<file path="src/rtl/clock_gen_if.sv">
// Control/status bundle for clock_gen: enable request in, generated clock and strobes out.
// master = the controlling side, slave = the clock generator itself.
interface clock_gen_if;
    logic enable;
    logic clk_out;
    logic rise_pulse;
    logic running;

    modport master (output enable, input clk_out, input rise_pulse, input running);
    modport slave  (input enable, output clk_out, output rise_pulse, output running);
endinterface

</file>
<file path="src/rtl/clock_gen.sv">
// Gateable divided-clock generator: period DIV reference cycles, HIGH of them high, glitch-free.
// Optional start-phase delay from IDLE is enabled by defining CLKGEN_PHASE_EN (adds parameter PHASE).
module clock_gen #(
    parameter int REF_KHZ = 400000,
    parameter int FREQ    = 100000,
    parameter int DUTY    = 50
`ifdef CLKGEN_PHASE_EN
    ,
    parameter int PHASE   = 0
`endif
) (
    input  logic        clk,
    input  logic        rst_n,
    clock_gen_if.slave  bus
);

    localparam int DIV      = REF_KHZ / FREQ;
    localparam int HIGH_RAW = (DIV * DUTY + 50) / 100;
    localparam int HIGH     = (HIGH_RAW < 1) ? 1 : ((HIGH_RAW > DIV - 1) ? DIV - 1 : HIGH_RAW);
    localparam int CW       = (DIV < 2) ? 1 : $clog2(DIV);

    localparam logic [CW-1:0] LAST   = CW'(DIV - 1);
    localparam logic [CW-1:0] HIGH_C = CW'(HIGH);

    if (DIV < 2) begin : g_bad_div
        $fatal(1, "clock_gen: REF_KHZ/FREQ must be at least 2");
    end
    if (DUTY < 1 || DUTY > 99) begin : g_bad_duty
        $fatal(1, "clock_gen: DUTY must lie in 1..99");
    end

`ifdef CLKGEN_PHASE_EN
    if (PHASE < 0 || PHASE > DIV - 1) begin : g_bad_phase
        $fatal(1, "clock_gen: PHASE must lie in 0..DIV-1");
    end
    localparam logic [CW-1:0] PH_LAST = CW'((PHASE > 0) ? PHASE - 1 : 0);
`endif

    typedef enum logic [1:0] {IDLE, RUN, DELAY} state_t;

    state_t        state_q;
    logic [CW-1:0] cnt_q;
    logic          clk_out_q;
    logic          rise_q;
    logic          running_q;
    logic [CW-1:0] cnt_inc;

    assign cnt_inc = cnt_q + CW'(1);

    // Enable is only consulted at period boundaries, so a running period always completes.
    always_ff @(posedge clk or negedge rst_n) begin
        if (!rst_n) begin
            state_q   <= IDLE;
            cnt_q     <= '0;
            clk_out_q <= 1'b0;
            rise_q    <= 1'b0;
            running_q <= 1'b0;
        end else begin
            rise_q <= 1'b0;
            case (state_q)
                IDLE: begin
                    cnt_q     <= '0;
                    clk_out_q <= 1'b0;
                    running_q <= 1'b0;
                    if (bus.enable) begin
                        running_q <= 1'b1;
`ifdef CLKGEN_PHASE_EN
                        if (PHASE != 0) begin
                            state_q <= DELAY;
                        end else begin
                            state_q   <= RUN;
                            clk_out_q <= 1'b1;
                            rise_q    <= 1'b1;
                        end
`else
                        state_q   <= RUN;
                        clk_out_q <= 1'b1;
                        rise_q    <= 1'b1;
`endif
                    end
                end
                RUN: begin
                    if (cnt_q == LAST) begin
                        cnt_q <= '0;
                        if (bus.enable) begin
                            clk_out_q <= 1'b1;
                            rise_q    <= 1'b1;
                        end else begin
                            state_q   <= IDLE;
                            clk_out_q <= 1'b0;
                            running_q <= 1'b0;
                        end
                    end else begin
                        cnt_q     <= cnt_inc;
                        clk_out_q <= (cnt_inc < HIGH_C);
                    end
                end
`ifdef CLKGEN_PHASE_EN
                DELAY: begin
                    if (!bus.enable) begin
                        state_q   <= IDLE;
                        cnt_q     <= '0;
                        running_q <= 1'b0;
                    end else if (cnt_q == PH_LAST) begin
                        state_q   <= RUN;
                        cnt_q     <= '0;
                        clk_out_q <= 1'b1;
                        rise_q    <= 1'b1;
                    end else begin
                        cnt_q <= cnt_inc;
                    end
                end
`endif
                default: begin
                    state_q   <= IDLE;
                    cnt_q     <= '0;
                    clk_out_q <= 1'b0;
                    running_q <= 1'b0;
                end
            endcase
        end
    end

    assign bus.clk_out    = clk_out_q;
    assign bus.rise_pulse = rise_q;
    assign bus.running    = running_q;

endmodule

</file>
<file path="src/flat_wrapper.sv">
// flat-port wrapper written by rule: the top's interface ports become plain ports
module clock_gen_flat 
#(
    parameter int REF_KHZ = 400000,
    parameter int FREQ    = 100000,
    parameter int DUTY    = 50

)
  (clk, rst_n, bus_enable, bus_clk_out, bus_rise_pulse, bus_running);
  clock_gen_if bus_i ();
  input  logic clk;
  input  logic rst_n;
  input wire logic [$bits(bus_i.enable)-1:0] bus_enable;
  output wire logic [$bits(bus_i.clk_out)-1:0] bus_clk_out;
  output wire logic [$bits(bus_i.rise_pulse)-1:0] bus_rise_pulse;
  output wire logic [$bits(bus_i.running)-1:0] bus_running;
  assign bus_i.enable = bus_enable;
  assign bus_clk_out = bus_i.clk_out;
  assign bus_rise_pulse = bus_i.rise_pulse;
  assign bus_running = bus_i.running;
  clock_gen #(.REF_KHZ(REF_KHZ), .FREQ(FREQ), .DUTY(DUTY)) u_core (.clk(clk), .rst_n(rst_n), .bus(bus_i));
endmodule
</file>
<file path="config.mk">
export PLATFORM = sky130hd
export DESIGN_NAME = clock_gen_flat
export DESIGN_NICKNAME = d
export VERILOG_FILES = /design/src/rtl/clock_gen_if.sv /design/src/rtl/clock_gen.sv /design/src/flat_wrapper.sv
export SDC_FILE = /design/constraint.sdc
export NUM_CORES = 1
export LEC_CHECK = 0
export CORE_AREA = 5 5 42 44
export CTS_BUF_LIST = sky130_fd_sc_hd__clkbuf_16
export DETAILED_ROUTE_END_ITERATION = 10
export DIE_AREA = 0 0 47 49
export GPL_ROUTABILITY_DRIVEN = 0
export HOLD_SLACK_MARGIN = 0.02
export PLACE_DENSITY = 0.46
export SYNTH_ARGS = -nofsm -noshare
export SYNTH_HDL_FRONTEND = slang
export SYNTH_SLANG_ARGS = --single-unit
</file>
<file path="constraint.sdc">
create_clock -name clk -period 1.15 [get_ports clk]
set_input_delay 0.1725 -clock clk [delete_from_list [all_inputs] [get_ports clk]]
set_output_delay 0.1725 -clock clk [all_outputs]
set_load 0.01 [all_outputs]
</file>
==> qor.yml <==
outcome:
  status: "finished clean"
finish:
  layout.area.seq_sq_um: 150
  drive_above_1_share_pct: 12.5
  final_nets: 30
  area_growth_pct: 65.3
  fill_cells: 154
  multi_input_area_sq_um: 62.6
  num_antenna_cells: 0
  final_util_pct: 25.5
  design_area_sq_um: 358
detailed_routing:
  routed_wl_um: 416
  num_vias: 142
  post_drt_wl_per_cell_um: 10.4
  antenna_left: 0
  dr.first_iter.drc_count: 1
  drc: 0
  viasPerCell: 3.55
  dr.pass1.iters: 2
power:
  switching_share_pct: 23.9
  p_comb_share_pct: 23.3
  clockPowerShare_pct: 46.6
  switching_power_mw: 0.284
  power.density_nw_per_um2: 3310
  vdd_drop_max_mv: 1.16
  power_mw: 1.19
  intPower_mw: 0.902
  p_seq_share_pct: 30.1
  p_leak_nw: 0.168
critical_path:
  cp_cell_sequence: "ha_1 -> nand2b_1 -> and2_1"
  arrival_ps: 1170
  path_max_fanout: 4
  critPathTopFamily: "simple AND/OR/NAND/NOR gates"
  cp.buffers_inverters: 0
  worstReg2RegEnd: "u_core.bus.rise_pulse"
  end_kind: "flop"
  slowest_delay_ps: 370
  reg2reg_from: "u_core.cnt_q[0]"
  reg2regPathDepth: 3
  required_ps: 1260
  cp.depth: 3
  regToRegSetupSlack_ps: 90
  cp_slowest_cell: "dfrtp_1"
  critPathKind: "flop to flop"
  cp-start-kind: "flop"
floorplan:
  dieArea_sq_um: 2300
  die_x_um: 47
  ios: 6
  start_util_pct: 15.4
  die_h_um: 49
  rows: 14
  core_area_sq_um: 1400
yosys:
  yosys_warnings: 0
  synth_cell_types: 9
  netlist_instances: 16
  syn_nets: 20
  synth_area_per_cell_sq_um: 13.5
  seq_area_frac_synth_pct: 69.4
  synth-seq-cells: 6
  netlist_area_sq_um: 216
global_route:
  overflow: 0
  grt_max_degree: 7
  antenna_found_initial: 0
  grt_pass1_wl_um: 669
  grt.total_usage_pct: 4.88
  grt_pass1_vias: 149
timing:
  final_max_slew_viol_count: 0
  relSlewSlack_pct: 81.7
  fin_tns_setup_ps: 0
  max_freq_mhz: 945
  clock_skew_ps: 0.696
  worstMarginPinSlew_ps: 274
  fin_crit_ps: 1060
  rsz0062_at_grt: "false"
  hold_violations: 0
  period_share_pct: 92.0
  setup_viol: 0
cts:
  clock-sinks: 6
  cts-root-buf: "clkbuf_16"
  cts_max_level: 1
  cts_tree: "yes"
  clock_path_buffers: 2
  clk_pin_slew_ps: 30
  numCtsBuffers: 3
  postCtsSetupBuffers: 0
  clk_latency_ps: 220
placed_design:
  place_area_sq_um: 287
  io_buffers: 5
job:
  drv_cap: 0
min_path:
  worst_hold_path_type: "primary input to asynchronous set/reset pin"
-- logic make-up (layout without fill, tap and decap cells) --
logic type | Yosys count | after routing | share of synthesized area, %
fa+ha+maj | 1 | 1 | 5.78
simple gates | 6 | 6 | 16.2
flops | 6 | 6 | 69.4
buf+inv | 1 | 9 | 1.73
mux | 1 | 1 | 4.62
compound gates | 1 | 1 | 2.31
-- registers in the layout, indices dropped and copies added (netlist names) --
signal and cells:
u_core.bus.running 1, u_core.bus.rise_pulse 1, u_core.bus.clk_out 1, u_core.cnt_q 2, u_core.state_q 1
-- Yosys cell counts --
cell type,number,area (sq um)
a21oi_1,1,5.00
and2_1,2,12.5
dfrtp_1,6,150
inv_1,1,3.75
mux2i_1,1,10.0
nand2b_1,1,6.26
ha_1,1,12.5
nor2b_1,2,12.5
nand2_1,1,3.75
-- what timing repair did --
| action | CTS | global route |
|---|---|---|
| hold buffers | 0 | 0 |
| endpoints found under the setup margin | 3 | 0 |
| resized for setup | 3 | 0 |
-- power by group through the flow --
stage                     logic (mW)  clock network, mW  registers, mW
after floorplan                0.149                  0          0.375
after global placement         0.309                  0          0.355
after detailed placement       0.318                  0          0.357
after CTS                      0.283              0.571          0.357
after global routing           0.305              0.580          0.370
final                          0.277              0.552          0.356
-- how the worst max path moves through the flow --
stage                  startpoint                     to  slack [ps]
6_report          u_core.cnt_q[0]  u_core.bus.rise_pulse          90
3_5_place_dp      u_core.cnt_q[0]  u_core.bus.rise_pulse          90
3_3_place_gp      u_core.cnt_q[0]  u_core.bus.rise_pulse         100
5_1_grt        u_core.bus.running            bus_running          50
2_1_floorplan     u_core.cnt_q[0]  u_core.bus.rise_pulse         160
4_1_cts        u_core.bus.running            bus_running          80
-- per-layer routing --
| metal | GRT usage [%] | part of all wire [%] | wire length (um) |
|---|---|---|---|
| met5 | 0 | 0 | 0 |
| met2 | 4.30 | 38 | 159 |
| met3 | 4.80 | 11 | 45 |
| met4 | 5.53 | 0 | 0 |
| met1 | 5.58 | 51 | 212 |
-- final cells by class --
cell class	instances	area share, %
Clock buffer	3	21.0
Inverter	1	1.05
Multi-Input combinational cell	9	17.5
Sequential cell	6	42.0
Tap cell	16	5.59
Timing Repair Buffer	5	12.9
-- layout by cell type (no fill, tap or decap) --
cell and count:
dlygate4sd2_1 3, nand2b_1 1, nor2b_1 2, mux2i_1 1, clkbuf_16 3, ha_1 1
dfrtp_1 6, clkdlybuf4s50_1 2, nand2_1 1, inv_1 1, a21oi_1 1, and2_1 2
-- through the flow --
| stage | hold WS, ps | std cells | worst slack [ps] |
|---|---|---|---|
| CTS | 197 | 40 | 83.8 |
| global route | 225 | 40 | 54.6 |
| detailed placement | 431 | 37 | 90.4 |
| finish | 191 | 40 | 91.7 |
| global placement | 423 | 37 | 103 |
| floorplan | -123 | 16 | 159 |
(Power assumes the default switching activity.)
